===== src/rtl/usb_rx_path.sv =====
// ---------------------------------------------------------------------------
// usb_rx_path
//
// Receive-side datapath of the USB host. Samples the DP/DM lines once per
// clock (one bus bit time per cycle), NRZI-decodes, removes stuffed bits,
// recognises SYNC, PID and EOP, and optionally checks the DATA packet CRC16.
// The decoded handshake or DATA packet is handed to the protocol handler
// together with a set of status flags that are valid while rx_done pulses.
//
// Optional feature macro:
//   USB_RX_CRC16_CHECK_EN - when defined, the CRC16 residual checker is
//                           built and drives crc_error. When undefined,
//                           crc_error is tied to 0; the 16 CRC bits are
//                           still consumed and unstuffed.
//
// Parameters:
//   TIMEOUT_CYCLES - cycles allowed in WAIT_SYNC before a K must appear.
//
// Ports:
//   clock         in   system clock, one bus bit time per cycle
//   reset_n       in   asynchronous active-low reset
//   DP, DM        in   sampled bus lines (J=10, K=01, SE0=00, SE1=11)
//   rx_enable     in   arm receiver on rising edge; low aborts reception
//   rx_done       out  one-cycle pulse when reception ends (ok or error)
//   rx_pid        out  received PID nibble
//   rx_data       out  64-bit payload, first received byte in [7:0]
//   rx_has_data   out  packet was DATA0/DATA1 carrying 8 bytes
//   crc_error     out  CRC16 residual mismatch
//   pid_error     out  PID check nibble mismatch or unsupported PID
//   stuff_error   out  a 1 was seen where a stuffed 0 was required
//   format_error  out  bad SYNC, early SE0, any SE1, or malformed EOP
//   timeout       out  no SYNC start within TIMEOUT_CYCLES of arming
// ---------------------------------------------------------------------------
module usb_rx_path #(
    parameter int TIMEOUT_CYCLES = 255
) (
    input  logic        clock,
    input  logic        reset_n,
    input  logic        DP,
    input  logic        DM,
    input  logic        rx_enable,
    output logic        rx_done,
    output logic [3:0]  rx_pid,
    output logic [63:0] rx_data,
    output logic        rx_has_data,
    output logic        crc_error,
    output logic        pid_error,
    output logic        stuff_error,
    output logic        format_error,
    output logic        timeout
);

    localparam int                   TIMEOUT_W    = $clog2(TIMEOUT_CYCLES + 1);
    localparam logic [TIMEOUT_W-1:0] TIMEOUT_LOAD = TIMEOUT_W'(TIMEOUT_CYCLES);
    localparam logic [TIMEOUT_W-1:0] TIMEOUT_ONE  = TIMEOUT_W'(1);

    localparam logic [2:0] ST_IDLE      = 3'd0;
    localparam logic [2:0] ST_WAIT_SYNC = 3'd1;
    localparam logic [2:0] ST_SYNC      = 3'd2;
    localparam logic [2:0] ST_PID       = 3'd3;
    localparam logic [2:0] ST_PAYLOAD   = 3'd4;
    localparam logic [2:0] ST_EOP       = 3'd5;
    localparam logic [2:0] ST_DONE      = 3'd6;

    localparam logic [3:0] PID_ACK   = 4'b0010;
    localparam logic [3:0] PID_NAK   = 4'b1010;
    localparam logic [3:0] PID_DATA0 = 4'b0011;
    localparam logic [3:0] PID_DATA1 = 4'b1011;

    localparam logic [6:0] SYNC_LAST    = 7'd6;
    localparam logic [6:0] PID_LAST     = 7'd7;
    localparam logic [6:0] DATA_LAST    = 7'd63;
    localparam logic [6:0] PAYLOAD_LAST = 7'd79;

    logic [2:0]           state;
    logic                 prev_j;
    logic                 rx_enable_q;
    logic [TIMEOUT_W-1:0] to_cnt;
    logic [6:0]           bit_cnt;
    logic [2:0]           ones_cnt;
    logic [1:0]           eop_cnt;
    logic [6:0]           pid_shift;

    logic       line_j;
    logic       line_k;
    logic       line_se0;
    logic       line_data;
    logic       dec_bit;
    logic       in_unstuff;
    logic       stuff_slot;
    logic       stuff_drop;
    logic       stuff_bad;
    logic       arm;
    logic       abort;
    logic [7:0] pid_byte;
    logic       pid_check_ok;

    assign line_j    = DP & ~DM;
    assign line_k    = ~DP & DM;
    assign line_se0  = ~DP & ~DM;
    assign line_data = line_j | line_k;

    // NRZI: no transition relative to the last J/K level means a 1.
    assign dec_bit = line_j ? prev_j : ~prev_j;

    // After six consecutive 1s the next data symbol is a stuffed bit: a 0
    // is silently dropped, a 1 is a stuffing violation.
    assign in_unstuff = (state == ST_PID) || (state == ST_PAYLOAD) || (state == ST_EOP);
    assign stuff_slot = (ones_cnt == 3'd6);
    assign stuff_drop = in_unstuff && line_data && stuff_slot && !dec_bit;
    assign stuff_bad  = in_unstuff && line_data && stuff_slot && dec_bit;

    assign arm   = (state == ST_IDLE) && rx_enable && !rx_enable_q;
    assign abort = (state != ST_IDLE) && !rx_enable;

    // The PID byte completes on its eighth bit, which is still on dec_bit.
    assign pid_byte     = {dec_bit, pid_shift};
    assign pid_check_ok = (pid_byte[7:4] == ~pid_byte[3:0]);

    assign rx_done = (state == ST_DONE) && rx_enable;

    always_ff @(posedge clock or negedge reset_n) begin
        if (!reset_n) begin
            state        <= ST_IDLE;
            prev_j       <= 1'b1;
            rx_enable_q  <= 1'b0;
            to_cnt       <= '0;
            bit_cnt      <= '0;
            ones_cnt     <= '0;
            eop_cnt      <= '0;
            pid_shift    <= '0;
            rx_pid       <= '0;
            rx_data      <= '0;
            rx_has_data  <= 1'b0;
            pid_error    <= 1'b0;
            stuff_error  <= 1'b0;
            format_error <= 1'b0;
            timeout      <= 1'b0;
        end else begin
            rx_enable_q <= rx_enable;
            if (abort) begin
                // Dropping rx_enable discards the reception without a
                // rx_done pulse and leaves the flags in their cleared state.
                state        <= ST_IDLE;
                pid_error    <= 1'b0;
                stuff_error  <= 1'b0;
                format_error <= 1'b0;
                timeout      <= 1'b0;
            end else if (stuff_bad) begin
                stuff_error <= 1'b1;
                state       <= ST_DONE;
            end else if (stuff_drop) begin
                // Stuffed 0: updates the line level but no bit counter.
                prev_j   <= line_j;
                ones_cnt <= 3'd0;
            end else begin
                case (state)
                    ST_IDLE: begin
                        if (arm) begin
                            state        <= ST_WAIT_SYNC;
                            to_cnt       <= TIMEOUT_LOAD;
                            prev_j       <= 1'b1;
                            rx_pid       <= '0;
                            rx_data      <= '0;
                            rx_has_data  <= 1'b0;
                            pid_error    <= 1'b0;
                            stuff_error  <= 1'b0;
                            format_error <= 1'b0;
                            timeout      <= 1'b0;
                        end
                    end

                    ST_WAIT_SYNC: begin
                        // The first K is the first SYNC bit (decoded 0).
                        if (line_k) begin
                            state   <= ST_SYNC;
                            prev_j  <= 1'b0;
                            bit_cnt <= '0;
                        end else if (to_cnt <= TIMEOUT_ONE) begin
                            timeout <= 1'b1;
                            state   <= ST_DONE;
                        end else begin
                            to_cnt <= to_cnt - TIMEOUT_ONE;
                        end
                    end

                    ST_SYNC: begin
                        // Remaining seven SYNC bits must decode 0000001.
                        if (!line_data || (dec_bit != (bit_cnt == SYNC_LAST))) begin
                            format_error <= 1'b1;
                            state        <= ST_DONE;
                        end else begin
                            prev_j <= line_j;
                            if (bit_cnt == SYNC_LAST) begin
                                state    <= ST_PID;
                                bit_cnt  <= '0;
                                ones_cnt <= '0;
                            end else begin
                                bit_cnt <= bit_cnt + 7'd1;
                            end
                        end
                    end

                    ST_PID: begin
                        if (!line_data) begin
                            format_error <= 1'b1;
                            state        <= ST_DONE;
                        end else begin
                            prev_j    <= line_j;
                            ones_cnt  <= dec_bit ? (ones_cnt + 3'd1) : 3'd0;
                            pid_shift <= {dec_bit, pid_shift[6:1]};
                            if (bit_cnt == PID_LAST) begin
                                bit_cnt <= '0;
                                rx_pid  <= pid_byte[3:0];
                                if (!pid_check_ok) begin
                                    pid_error <= 1'b1;
                                    state     <= ST_DONE;
                                end else begin
                                    case (pid_byte[3:0])
                                        PID_ACK, PID_NAK: begin
                                            state   <= ST_EOP;
                                            eop_cnt <= '0;
                                        end
                                        PID_DATA0, PID_DATA1: begin
                                            state <= ST_PAYLOAD;
                                        end
                                        default: begin
                                            pid_error <= 1'b1;
                                            state     <= ST_DONE;
                                        end
                                    endcase
                                end
                            end else begin
                                bit_cnt <= bit_cnt + 7'd1;
                            end
                        end
                    end

                    ST_PAYLOAD: begin
                        // 64 data bits shift in from the top so that the
                        // first received bit lands in rx_data[0]; the last
                        // 16 bits are the CRC and only feed the checker.
                        if (!line_data) begin
                            format_error <= 1'b1;
                            state        <= ST_DONE;
                        end else begin
                            prev_j   <= line_j;
                            ones_cnt <= dec_bit ? (ones_cnt + 3'd1) : 3'd0;
                            if (bit_cnt <= DATA_LAST) begin
                                rx_data <= {dec_bit, rx_data[63:1]};
                            end
                            if (bit_cnt == DATA_LAST) begin
                                rx_has_data <= 1'b1;
                            end
                            if (bit_cnt == PAYLOAD_LAST) begin
                                state   <= ST_EOP;
                                eop_cnt <= '0;
                                bit_cnt <= '0;
                            end else begin
                                bit_cnt <= bit_cnt + 7'd1;
                            end
                        end
                    end

                    ST_EOP: begin
                        // Expect SE0, SE0, J. A stuffed 0 right after the
                        // last CRC bit is absorbed by the unstuff path above.
                        if (eop_cnt != 2'd2) begin
                            if (line_se0) begin
                                eop_cnt  <= eop_cnt + 2'd1;
                                ones_cnt <= '0;
                            end else begin
                                format_error <= 1'b1;
                                state        <= ST_DONE;
                            end
                        end else begin
                            if (!line_j) begin
                                format_error <= 1'b1;
                            end
                            state <= ST_DONE;
                        end
                    end

                    ST_DONE: begin
                        state <= ST_IDLE;
                    end

                    default: begin
                        state <= ST_IDLE;
                    end
                endcase
            end
        end
    end

`ifdef USB_RX_CRC16_CHECK_EN
    logic [15:0] crc_reg;
    logic [15:0] crc_next;
    logic        crc_fail;
    logic        payload_bit;

    // Unstuffed payload or CRC bit actually consumed this cycle.
    assign payload_bit = (state == ST_PAYLOAD) && line_data && !stuff_slot && !abort;

    // Serial CRC16 (x^16+x^15+x^2+1) in MSB-shift form; running it across
    // the data and the transmitted CRC leaves the fixed residual 16'h800D.
    assign crc_next = {crc_reg[14:0], 1'b0} ^ ((dec_bit ^ crc_reg[15]) ? 16'h8005 : 16'h0000);

    always_ff @(posedge clock or negedge reset_n) begin
        if (!reset_n) begin
            crc_reg  <= 16'hFFFF;
            crc_fail <= 1'b0;
        end else if (arm || abort) begin
            crc_reg  <= 16'hFFFF;
            crc_fail <= 1'b0;
        end else if (payload_bit) begin
            crc_reg <= crc_next;
            if ((bit_cnt == PAYLOAD_LAST) && (crc_next != 16'h800D)) begin
                crc_fail <= 1'b1;
            end
        end
    end

    assign crc_error = crc_fail;
`else
    assign crc_error = 1'b0;
`endif

endmodule

===== config.mk =====
export PLATFORM = sky130hd
export DESIGN_NAME = usb_rx_path
export DESIGN_NICKNAME = d
export VERILOG_FILES = /design/src/rtl/usb_rx_path.sv
export SDC_FILE = /design/constraint.sdc
export NUM_CORES = 1
export LEC_CHECK = 0
export CORE_ASPECT_RATIO = 1.25
export CORE_MARGIN = 5
export CORE_UTILIZATION = 55
export DETAILED_ROUTE_END_ITERATION = 8
export PLACE_DENSITY = 0.79
export SKIP_CTS_REPAIR_TIMING = 1
export SYNTH_ARGS = -nofsm -noshare
export SYNTH_HDL_FRONTEND = slang
export SYNTH_SLANG_ARGS = --single-unit
export TNS_END_PERCENT = 100

===== constraint.sdc =====
create_clock -name clock -period 3 [get_ports clock]
set_input_delay 0.6 -clock clock [delete_from_list [all_inputs] [get_ports clock]]
set_output_delay 0.6 -clock clock [all_outputs]
set_load 0.01 [all_outputs]

[Yosys cells after proc, flatten, opt, wreduce, memory -nomap -nowiden]
Index checks and enable logic that the tools add are counted.
Storage, ports and cells
  output and inout bits: 75
  logic and storage cells: 230
  register bits after elaboration: 105
Cells by class
  eq/ne operators: 59
  add/sub/neg operators: 4
  magnitude comparators: 2
  bitwise operators: 11
  reduce and logical (&&, ||, !) cells: 47
  mux-type cells: 92
Operators with widths (count)
  64-bit 2-to-1 mux: 3
  64-bit one-hot mux with 2 select lines: 1
  3-bit 2-to-1 mux: 21
  7-bit 2-to-1 mux: 7
  7-bit AND reduction: 7
  1-bit 2-to-1 mux: 33
  3-bit inequality test, second input constant: 10
  7-bit one-hot mux with 4 select lines: 1
  8-bit 2-to-1 mux: 3
  8-bit AND reduction: 3
  2-bit inequality test, second input constant: 10
  2-bit 2-to-1 mux: 9
  3-bit one-hot mux with 6 select lines: 1
  3-bit nonzero test: 6
  2-bit by 1-bit inequality test with 1-bit output, second input constant: 8
  8-bit one-hot mux with 2 select lines: 1
  5-bit inequality test, second input constant: 3
  7-bit by 3-bit equality test with 1-bit output, second input constant: 2
  3-bit equality test, second input constant: 4
  4-bit 2-to-1 mux: 3
  4-bit inequality test, second input constant: 3
  12-bit AND reduction: 1
  5-bit by 4-bit inequality test with 1-bit output, second input constant: 2
  5-bit nonzero test: 2
  other kinds (38): 71

[Longest topological paths before layout]
Gate-level depths: netlist (run 1).
  depth after elaboration: 11
  mapped depth: 10
  depth with buffers taken out: 7

[Worst setup path after synthesis (run 1)]
No wires, ideal clock.
  path type: input-to-reg
  start point: in DM
  end point: reg eop_cnt[0]
  cell stages on the path: 8
  slack: 573 ps
  data arrival time: 2300 ps
  cells stage by stage: inv_1 -> ha_1 -> buf_2 -> xnor3_1 -> nand3_1 -> a21o_1 -> or3_1 -> mux2_1
On the way
  longest elaborated chain between the ends: 8
  elaborated cells on any way between the ends: 19
RTL lines
  start, declared: line 40  | input logic DM,
  branches (longest 7 deep; another with 4-bit equality test)
  12-bit AND reduction (no source line) (*)
  end signal, assigned: line 270  | eop_cnt <= eop_cnt + 2'd1;
  end, declared: line 81  | logic [1:0] eop_cnt;
Mark *: on every way between the ends.
A chain may end at the register's enable or synchronous reset.

[Worst setup path after layout (run 1)]
  start point: reg state[1]
  end point: out rx_done
On the way
  longest elaborated chain between the ends: 2
RTL lines
  start, declared: line 75  | logic [2:0] state;
  start signal, assigned: line 124  | state <= ST_IDLE;
  start signal, assigned: line 144  | state <= ST_IDLE;
  start signal, assigned: line 151  | state <= ST_DONE;
  3-bit equality test: line 120  | assign rx_done = (state == ST_DONE) && rx_enable;
  1-bit logical AND: line 120
  end, declared: line 42  | output logic rx_done,
No other way between the ends.

==> flow_summary.ini, run 1 <==
[synth]
netlist_top_cells_count = 146 x nand2_1, 104 x dfrtp_1, 70 x o21ai_1
synth-seq-cells = 105
synth-edff-count = 0
yosys-top-cells-area = dfrtp_1 47%, nand2_1 10%, o21ai_1 6.4%, ha_1 2.3%, buf_2 1.7%
yosysMostFrequentCell = nand2_1
synth_area_per_cell_sq_um = 9.06
synth.largest_area_cell = dfrtp_1
synth_seq_area_share = 0.478
synth_top_cell_area_share = 0.473
synthFlopType = dfrtp_1
syn_area_sq_mm = 0.00550
postSynth.asyncResetShare = 1.00
ys_warn_count = 0
syn-num-nets = 622
ys_types = 69
synthCells = 607

[timing]
setup_violations = 0
fin_skew_ns = 0.00617
rsz0062_at_grt = false
slew_headroom = 0.542
worst_pin_slew_ns = 0.687
period_needed_ns = 2.83
slew_violations = 0
hold_ws_ns = 0.290
max_freq_ghz = 0.353
finalWorstSetupSlack_ns = 0.166
finalHoldViolations = 0
finalCritPeriodShare = 0.945

[worst_setup_path]
criticalPathCategory = register to output pin
r2r_cells = 6
crit_path_max_incr_delay_ns = 0.67
r2r_end = bit_cnt[0]
cp_max_fo = 15
r2r_slack_ns = 0.62
r2r_start = state[1]
required_ns = 2.40
crit_arrival_ns = 2.23
slowest_stage = dfrtp_1
startpoint_type = register
timing.critical_path.cells = inv_1, nor4_1, clkdlybuf4s50_1
crit_path_end_kind = output pin

[clock_network]
numCtsBuffers = 9
clkSinkCount = 105
clk_pin_slew_ns = 0.07
clockBufferDepth = 2
clkLatencyLatePin_ns = 0.35
root_buffer = clkbuf_16
h-tree-depth = 3
cts_tree = yes

[placed_design]
place_area_sq_mm = 0.00653
dp_hpwl_microns = 10000
preCtsSetupSlack_ns = -0.0276
io_buffers = 78
place_congestion = 0.938

[final_layout]
antennaDiodeCount = 0
drive_gt1_frac = 0.0967
nets = 704
fin_util = 0.703
areaGrowthSynthToFinish_pct = 24.1
final_cell_area_sq_mm = 0.00683
fill_cells = 788

[global_route]
antenna_found_initial = 0
grt.total_usage = 0.232
grt-ovfl-total = 0
grt_pass1_vias = 4618
grt_pass1_wl_microns = 22600
grt_max_degree = 129

[flow_run]
drv_cap = 0

[floorplan]
die_area_sq_mm = 0.0121
die_y_microns = 122
start_util = 0.567
core_sq_mm = 0.00971
chipWidth_microns = 99.5
row_count = 40
io_pins = 80

[pwr]
p_leak_nw = 2.76
p_per_area_mw_per_mm2 = 694
ir_drop_v = 0.000455

[detailed_routing]
first_iter_violations = 255
wl_per_cell_microns = 16.8
ant_nets = 0
vias = 4842
drt-total-wl_microns = 13800
viasPerCell = 5.91
dr.pass1.iters = 5
drc = 0

[run_status]
status = finished clean

[worst_hold_path]
hp-class = input pin to asynchronous set/reset pin
## how the worst max path moves through the flow
stage	start	slack [ns]	to
2_1_floorplan	DM	0.57	eop_cnt[0]
3_3_place_gp	DM	0.02	eop_cnt[0]
3_5_place_dp	DM	-0.03	eop_cnt[0]
4_1_cts	state[1]	0.20	rx_done
5_1_grt	state[1]	0.06	rx_done
6_report	state[1]	0.17	rx_done
## final cells by class
cell class,instances,area (sq um),area share
repair buffers,109,1040,0.152
inverters,22,82.6,0.0121
well taps,126,158,0.0231
clock inverters,3,47.5,0.00696
clock buffers,12,246,0.0361
flip-flops and latches,105,2630,0.385
multi-input cells,442,2630,0.385
## metrics by stage
step	power [mW]	cells	TNS, ns
after global placement	3.50	804	0
after global routing	5.00	819	0
final	4.74	819	0
after detailed placement	3.55	804	-0.0499
after CTS	4.74	819	0
after floorplan	2.94	607	0
## cell usage in the layout (no fill, tap or decap), types with 4 or more instances in the layout
cell type        netlist  routed
a21oi_1               15      15
a22o_1                 4       4
and3_1                 5       5
buf_4                  5      30
clkbuf_16              0       9
clkdlybuf4s50_1        0      77
dfrtp_1              104     104
ha_1                  10      10
inv_1                 21      21
mux2_1                 7       7
mux2_2                 7       7
mux2i_1                5       5
nand2_1              146     146
nand2b_1               7       7
nand3_1               14      14
nand4_1                6       6
nor2_1                22      22
nor2b_1                6       6
nor3_1                 8       8
o211ai_1               7       7
o21ai_0               11      11
o21ai_1               70      70
o221ai_1               7       7
o31ai_1                4       4
or3_1                  6       6
xor2_1                 4       4
## sequential cells by signal, summed over array words and instances, names as in the netlist
register and cells:
format_error 1, eop_cnt 2, bit_cnt 7, state 3, rx_pid 4, timeout 1
stuff_error 1, rx_has_data 1, rx_data 64, pid_error 1, pid_shift 7, prev_j 1
ones_cnt 3, to_cnt 8, rx_enable_q 1
## critical path: cells and delay by family (launching register included)
family / cells / cell delay (ns)
AND/OR/NAND/NOR: 1 / 0.36
buffers and inverters: 2 / 0.85
flip-flops: 1 / 0.67
## cells by family after synthesis
family,Yosys count,share of synthesized area
compound gates,155,0.181
xor+xnor,6,0.0121
fa+ha+maj,10,0.0227
buf+inv,60,0.0487
flops,105,0.478
mux,19,0.0378
other cells,1,0.000682
simple gates,251,0.219
## per-layer routing
layer / global-route usage / routed length, microns / up-vias
met5: 0 / 0 / -
met4: 0.0922 / 344 / 0
met3: 0.0389 / 804 / 31
met2: 0.394 / 7070 / 149
met1: 0.295 / 5560 / 2364
li1: - / - / 2298
## power breakdown
part / leakage [nW] / internal [mW] / switching (mW)
logic: 1.21 / 0.722 / 1.05
registers: 1.41 / 1.57 / 0.202
clock network: 0.144 / 0.673 / 0.520
(Power assumes the default switching activity.)
==> inputs of run 2 (changes only) <==
--- a/config.mk
+++ b/config.mk
@@ -9,7 +9,7 @@
 export CORE_MARGIN = 5
 export CORE_UTILIZATION = 55
 export DETAILED_ROUTE_END_ITERATION = 8
-export PLACE_DENSITY = 0.79
+export PLACE_DENSITY = 0.92
 export SKIP_CTS_REPAIR_TIMING = 1
 export SYNTH_ARGS = -nofsm -noshare
 export SYNTH_HDL_FRONTEND = slang
==> flow_summary.ini, run 2 (synthesis gave the netlist of run 1 again) <==
[worst_setup_path]
startpoint_type = input pin
r2r_cells = 7
cp_max_fo = 4
r2r_end = bit_cnt[1]
timing.critical_path.cells = clkdlybuf4s50_1, inv_1, ha_1, xnor3_1, nand3_1, a21o_1, or3_1, mux2_1
crit_path_end_kind = register
criticalPathCategory = input pin to register
r2r_slack_ns = 0.58
crit_path_max_incr_delay_ns = 0.49
slowest_stage = clkdlybuf4s50_1
crit_start = DM
crit_arrival_ns = 2.89
r2r_start = state[2]
required_ns = 3.24

[global_route]
grtUsageMet2 = 0.466
antenna_found_initial = 0
grt_pass1_vias = 5037
met3_usage = 0.0424
use_met1 = 0.315
grt-ovfl-total = 0
grt_pass1_wl_microns = 25400
grt.total_usage = 0.262
grt_max_degree = 66
gr-max-usage-layer = met2

[clock_network]
clkSinkCount = 105
clockBufferDepth = 2
clk_pin_slew_ns = 0.07
h-tree-depth = 3
numCtsBuffers = 9
clkLatencyLatePin_ns = 0.35
cts_tree = yes
root_buffer = clkbuf_16

[timing]
slew_violations = 0
slew_headroom = 0.569
period_needed_ns = 2.66
finalCritPeriodShare = 0.886
worst_pin_slew_ns = 0.647
setup_violations = 0
finalWorstSetupSlack_ns = 0.343
fin_skew_ns = 0.00675
rsz0062_at_grt = false
setup_tns_ns = 0
max_freq_ghz = 0.376
finalHoldViolations = 0

[detailed_routing]
dr.pass1.iters = 5
first_iter_violations = 304
drt-total-wl_microns = 15300
drc = 0
viasPerCell = 6.06
wl_per_cell_microns = 18.5
vias = 5024
ant_nets = 0

[run_status]
status = finished clean

[placed_design]
io_buffers = 78
dp_hpwl_microns = 11200
preCtsSetupSlack_ns = 0.0131
place_congestion = 1.00

[worst_hold_path]
hp-class = input pin to asynchronous set/reset pin

[floorplan]
start_util = 0.567
die_area_sq_mm = 0.0121
chipWidth_microns = 99.5
die_y_microns = 122
core_sq_mm = 0.00971
row_count = 40
io_pins = 80

[pwr]
p_leak_nw = 2.82
p_per_area_mw_per_mm2 = 699
ir_drop_v = 0.000348
finalPower_mw = 4.84

[final_layout]
top_regs = rx_data: 64 flops, to_cnt: 8 flops
layout_commonest_cell = nand2_1
nets = 713
areaGrowthSynthToFinish_pct = 25.7
fin_util = 0.713
fill_cells = 680
final_cell_mix = 146 x nand2_1, 104 x dfrtp_1, 77 x clkdlybuf4s50_1, 70 x o21ai_1, 38 x buf_4
largest-register = rx_data
drive_gt1_frac = 0.111
antennaDiodeCount = 0
largest_reg_flops = 64

[flow_run]
drv_cap = 0
==> run 2: per-layer routing <==
layer / part of all wire / routed length (microns) / vias up
met4: 0.035 / 540 / 0
li1: - / - / 2324
met3: 0.055 / 838 / 43
met1: 0.40 / 6060 / 2454
met5: 0 / 0 / -
met2: 0.51 / 7870 / 203
==> run 2: final cells by class <==
cell class / instances / area (sq um) / share of cell area
clock buffer: 11 / 243 / 0.0351
clock inverter: 5 / 62.6 / 0.00904
inverter: 22 / 82.6 / 0.0119
multi-input combinational: 442 / 2630 / 0.380
sequential: 105 / 2630 / 0.380
tap: 126 / 158 / 0.0228
timing repair buffer: 118 / 1120 / 0.161
==> run 2: report_power, final <==
part	leakage [nW]	internal (mW)	switching [mW]	total, mW
combinational	1.26	0.772	1.11	1.88
clock	0.148	0.678	0.529	1.21
sequential	1.41	1.57	0.182	1.75
==> run 2: metrics by stage <==
stage	area (sq um)	std cells	hold slack, ns
after floorplan	5500	607	0.304
after global placement	6610	813	0.469
after detailed placement	6610	813	0.481
after CTS	6920	829	0.287
after global routing	6920	829	0.312
final	6920	829	0.253
==> run 2: worst max path at each step <==
stage	cells past startpoint	end	slack [ns]
after global routing	8	eop_cnt[1]	0.28
after CTS	4	rx_done	0.36
after detailed placement	8	eop_cnt[1]	0.01
after floorplan	8	eop_cnt[0]	0.57
after global placement	8	eop_cnt[1]	0.13
final	8	eop_cnt[1]	0.34
==> run 2: worst max-delay path, delay by kind of cell <==
family	cells	cell delay (ns)
compound gates	1	0.22
xor+xnor	1	0.43
fa+ha+maj	1	0.25
buf+inv	2	0.56
mux	1	0.32
simple gates	2	0.51
==> edit 1 (flow settings as in run 2) <==
The option `USB_RX_CRC16_CHECK_EN` is turned on by a define.
--- a/src/rtl/usb_rx_path.sv
+++ b/src/rtl/usb_rx_path.sv
@@ -31,6 +31,8 @@
 //   format_error  out  bad SYNC, early SE0, any SE1, or malformed EOP
 //   timeout       out  no SYNC start within TIMEOUT_CYCLES of arming
 // ---------------------------------------------------------------------------
+`define USB_RX_CRC16_CHECK_EN
+
 module usb_rx_path #(
     parameter int TIMEOUT_CYCLES = 255
 ) (
Check against the original RTL: same outputs for any inputs over 4 cycles, from zero or initial values and one cycle with reset_n low; that may be too few to reach the edited logic, so the function may still have changed.
==> edit 1 against run 2 <==
  * Wire length up 3.6%
  * Area after synthesis up 8.3%
  * Maximum frequency down 6.1%
  * Sequential cell count up 17
  * Via count up 6.0%
  * Power up 21%
  * Cell area up 10%
  * Setup slack worse by 170 ps
  * Largest cell class unchanged
  * Highest routed layer unchanged
==> edit 1: results (changes against run 2) <==
| Metric | Value |
|---|---|
| Syn_nets | 680 (was 622) |
| Met3 GRT Util | 0.0588 (was 0.0424) |
| Hold WS | 211 ps (was 253 ps) |
| Placer Congestion | 0.917 (was 1.00) |
| Outcome | finished clean (unchanged) |
| Leakage | 0.00324 uW (was 0.00282 uW) |
| Largest net degree at the start of global routing | 81 (was 66) |
| M1 wire length | 6.27 mm (was 6.06 mm) |
| Number of global-route vias before repair | 5,443 (was 5,037) |
| Nets | 773 (was 713) |
| Global-route wire length before repair | 26.3 mm (was 25.4 mm) |
| Slew @ Worst Pin | 805 ps (was 647 ps) |
| Comb_multi_in | 489 (was 442) |
| Xor/xnor cell area share of the yosys netlist | 0.0244 (was 0.0121) |
| DP Area | 0.00702 mm^2 (was 0.00661 mm^2) |
| Critical Path Source | state[1]$_DFFE_PN0P_ (was DM) |
| Synth top area cells | dfrtp_1 44%, nand2_1 11%, o21ai_0 8.1%, dfstp_2 7.5%, nand3_1 2.7% (was dfrtp_1 47%, nand2_1 10%, o21ai_1 6.4%, ha_1 2.3%, buf_2 1.7%) |
| Fin crit share | 0.943 (was 0.886) |
| Area of the multi-input gates | 0.00268 mm^2 (was 0.00263 mm^2) |
| DR WL met3 | 974 um (was 838 um) |
| Global Route met1 Usage | 0.308 (was 0.315) |
| VDD IR max | 0.405 mV (was 0.348 mV) |
| Worst-Skew Late Latency | 410 ps (was 350 ps) |
| Layout Skew | 10.6 ps (was 6.75 ps) |
| # clock sinks | 122 (was 105) |
| Routed len/inst | 17.6 um (was 18.5 um) |
| Clock tree cell share of total cell area | 0.0793 (was 0.0441) |
| Max H-tree Level | 4 (was 3) |
| Total Routing Usage GR | 0.254 (was 0.262) |
| GRT met2 Usage | 0.428 (was 0.466) |
| CP max FO | 20 (was 4) |
| Synth cell count leaders | 176 x nand2_1, 105 x dfrtp_1, 96 x o21ai_0 (was 146 x nand2_1, 104 x dfrtp_1, 70 x o21ai_1) |
| Synth Area in Adders | 0.0231 (was 0.0227) |
edit 1: changes by cell type after synthesis, sizes merged, moves of 6 or more:
cell and delta:
buf -11, o221ai -6, dfstp +16, nand3 +18, clkbuf +10, nor2 +9
o21ai +16, nand2 +30
edit 1: final timing paths:
check,endpoint,cells past startpoint
min reg2reg,format_error$_DFFE_PN0P_,1
min,rx_data[43]$_DFFE_PN0P_,1
min in group clock,format_error$_DFFE_PN0P_,1
max in group asynchronous,rx_data[26]$_DFFE_PN0P_,2
max,rx_done,3
max reg2reg,state[2]$_DFFE_PN0P_,6
edit 1: worst max-delay path: stages, from the launching register on:
cell and delay [ps]:
dfrtp_1 820, inv_1 130, nor3_1 270, clkdlybuf4s50_1 580
edit 1: power by group through the flow:
stage / clock network [uW] / registers (uW) / logic (uW)
finish: 2070 / 2150 / 1650
global route: 2180 / 2180 / 1810
CTS: 2100 / 2140 / 1630
detailed placement: 0 / 2170 / 1610
global placement: 0 / 2140 / 1550
floorplan: 0 / 2060 / 1150
==> edit 2 (flow settings as in run 2) <==
Made on the original files. Register the inputs `DP`, `DM` and `rx_enable` before use, with the module's reset. The logic sees them one clock later.
--- a/src/rtl/usb_rx_path.sv
+++ b/src/rtl/usb_rx_path.sv
@@ -72,6 +72,22 @@
     localparam logic [6:0] DATA_LAST    = 7'd63;
     localparam logic [6:0] PAYLOAD_LAST = 7'd79;
 
+    logic DP_q;
+    logic DM_q;
+    logic rx_enable_r;
+
+    always_ff @(posedge clock or negedge reset_n) begin
+        if (!reset_n) begin
+            DP_q        <= '0;
+            DM_q        <= '0;
+            rx_enable_r <= '0;
+        end else begin
+            DP_q        <= DP;
+            DM_q        <= DM;
+            rx_enable_r <= rx_enable;
+        end
+    end
+
     logic [2:0]           state;
     logic                 prev_j;
     logic                 rx_enable_q;
@@ -95,9 +111,9 @@
     logic [7:0] pid_byte;
     logic       pid_check_ok;
 
-    assign line_j    = DP & ~DM;
-    assign line_k    = ~DP & DM;
-    assign line_se0  = ~DP & ~DM;
+    assign line_j    = DP_q & ~DM_q;
+    assign line_k    = ~DP_q & DM_q;
+    assign line_se0  = ~DP_q & ~DM_q;
     assign line_data = line_j | line_k;
 
     // NRZI: no transition relative to the last J/K level means a 1.
@@ -110,14 +126,14 @@
     assign stuff_drop = in_unstuff && line_data && stuff_slot && !dec_bit;
     assign stuff_bad  = in_unstuff && line_data && stuff_slot && dec_bit;
 
-    assign arm   = (state == ST_IDLE) && rx_enable && !rx_enable_q;
-    assign abort = (state != ST_IDLE) && !rx_enable;
+    assign arm   = (state == ST_IDLE) && rx_enable_r && !rx_enable_q;
+    assign abort = (state != ST_IDLE) && !rx_enable_r;
 
     // The PID byte completes on its eighth bit, which is still on dec_bit.
     assign pid_byte     = {dec_bit, pid_shift};
     assign pid_check_ok = (pid_byte[7:4] == ~pid_byte[3:0]);
 
-    assign rx_done = (state == ST_DONE) && rx_enable;
+    assign rx_done = (state == ST_DONE) && rx_enable_r;
 
     always_ff @(posedge clock or negedge reset_n) begin
         if (!reset_n) begin
@@ -137,7 +153,7 @@
             format_error <= 1'b0;
             timeout      <= 1'b0;
         end else begin
-            rx_enable_q <= rx_enable;
+            rx_enable_q <= rx_enable_r;
             if (abort) begin
                 // Dropping rx_enable discards the reception without a
                 // rx_done pulse and leaves the flags in their cleared state.
Formal check against the unedited RTL: not equivalent (a bounded check fails within 4 cycles, from zero or initial values and one cycle with reset_n low).
==> edit 2 against run 2 <==
  * Setup slack improved by 1.4 ps
  * Wire length decreased by 17%
  * Worst hold slack improved by 6.4 ps
  * Critical path depth grew 1
  * Cell area is 7.2% lower
  * Sequential cell count is 3 higher
  * Clock skew is 0.68 ps lower
  * Non-clock buffer count fell by 25
  * Combinational power is 23% lower
  * Clock power hardly changed
  * First-iteration DRC count down 15%
  * Global-route usage decreased by 3.7 points
  * Power decreased by 9.1%
  * Area after synthesis is 6.3% lower
  * Critical endpoint is now rx_data[51]$_DFFE_PN0P_
  * Largest cell class unchanged
==> edit 2: results (changes against run 2) <==
| Metric | Value |
|---|---|
| Outcome | finished clean (unchanged) |
| CP max FO | 87 (was 4) |
| Leakage | 0.00264 uW (was 0.00282 uW) |
| FILL cells | 668 (was 680) |
| Total number of vias | 4,443 (was 5,024) |
| Nets | 654 (was 713) |
| Layout cell share with drive strength beyond 1 | 0.0792 (was 0.111) |
| Cell variety after synth | 58 (was 69) |
| Reg2Reg Launch Point | DP_q$_DFF_PN0_ (was state[2]$_DFFE_PN0P_) |
| Number of global-route vias before repair | 4,357 (was 5,037) |
| Portion of netlist area occupied by mux cells | 0.0342 (was 0.0378) |
| Layout Skew | 6.07 ps (was 6.75 ps) |
| Syn_nets | 584 (was 622) |
| Placer Congestion | 0.979 (was 1.00) |
| Psw | 1590 uW (was 1820 uW) |
| Largest net degree at the start of global routing | 88 (was 66) |
| VDD IR max | 0.440 mV (was 0.348 mV) |
| Total Routing Usage GR | 0.225 (was 0.262) |
| Synth top area cells | dfrtp_1 52%, nand2_1 11%, o21ai_0 8.6%, ha_1 2.4%, mux2_2 2.0% (was dfrtp_1 47%, nand2_1 10%, o21ai_1 6.4%, ha_1 2.3%, buf_2 1.7%) |
| End of the critical path | rx_data[51]$_DFFE_PN0P_ (was eop_cnt[1]$_DFFE_PN0P_) |
| Critical path class | register to register (was primary input to register) |
| DP Area | 0.00611 mm^2 (was 0.00661 mm^2) |
| Post-synthesis sequential area ratio | 0.524 (was 0.478) |
| R2r setup slk | 340 ps (was 580 ps) |
| Initial DRC count | 258 (was 304) |
| Slew @ Worst Pin | 733 ps (was 647 ps) |
| Synth cell count leaders | 154 x nand2_1, 107 x dfrtp_1, 89 x o21ai_0 (was 146 x nand2_1, 104 x dfrtp_1, 70 x o21ai_1) |
| Routed len/inst | 16.6 um (was 18.5 um) |
| Xor/xnor cell area share of the yosys netlist | 0.0187 (was 0.0121) |
| Post-synthesis compound-gate area fraction | 0.154 (was 0.181) |
| FF-to-FF path depth | 9 (was 7) |
| Reg area | 0.00270 mm^2 (was 0.00263 mm^2) |
| Global-route wire length before repair | 21.3 mm (was 25.4 mm) |
==> edit 2: cell types whose count changed in the layout (fill, tap and decap cells not counted), sizes merged, moves of 4 or more <==
cell	run 2	this run
buf	41	16
o21ai	81	90
nand2	146	154
nand3	14	6
xnor2	1	9
inv	23	17
o221ai	7	1
o211ai	7	2
a21oi	18	14
a22o	4	0
mux2	14	10
nand4	6	2
==> edit 2: power groups by stage <==
stage / Clock, uW / Combinational, uW / Sequential (uW)
after CTS: 1230 / 1420 / 1740
after detailed placement: 0 / 1420 / 1770
after floorplan: 0 / 1030 / 1700
final: 1210 / 1440 / 1750
after global routing: 1300 / 1570 / 1770
after global placement: 0 / 1400 / 1770
==> edit 2: cell type report <==
| class | count | share of cell area |
|---|---|---|
| Clock inverter | 6 | 0.0109 |
| Inverter | 15 | 0.00877 |
| Tap cell | 123 | 0.0240 |
| Multi-Input combinational cell | 412 | 0.353 |
| Timing Repair Buffer | 93 | 0.145 |
| Clock buffer | 10 | 0.0372 |
| Sequential cell | 108 | 0.421 |
==> edit 2: metrics by stage <==
step                worst slack (ps)  power, uW  hold slack [ps]  instances
CTS                              338       4400              284        767
finish                           345       4400              259        767
floorplan                        694       2720              304        569
global placement                 518       3170              466        751
detailed placement               375       3190              478        751
global route                     111       4640              314        767
==> edit 2: per-layer routing <==
layer,wire [um],GRT usage,vias to the layer above
met4,394,0.110,0
met5,0,0,-
met2,6580,0.381,181
met1,5000,0.276,2143
li1,-,-,2087
met3,769,0.0418,32
==> edit 2: worst max-delay path: stages (launching register included) <==
cell and delay [ps]:
dfrtp_1 350, inv_1 60, ha_1 500, nand3_1 220
a21oi_1 110, nor3_1 580, o21ai_4 180, buf_12 250
nand2_1 110, o21ai_0 120
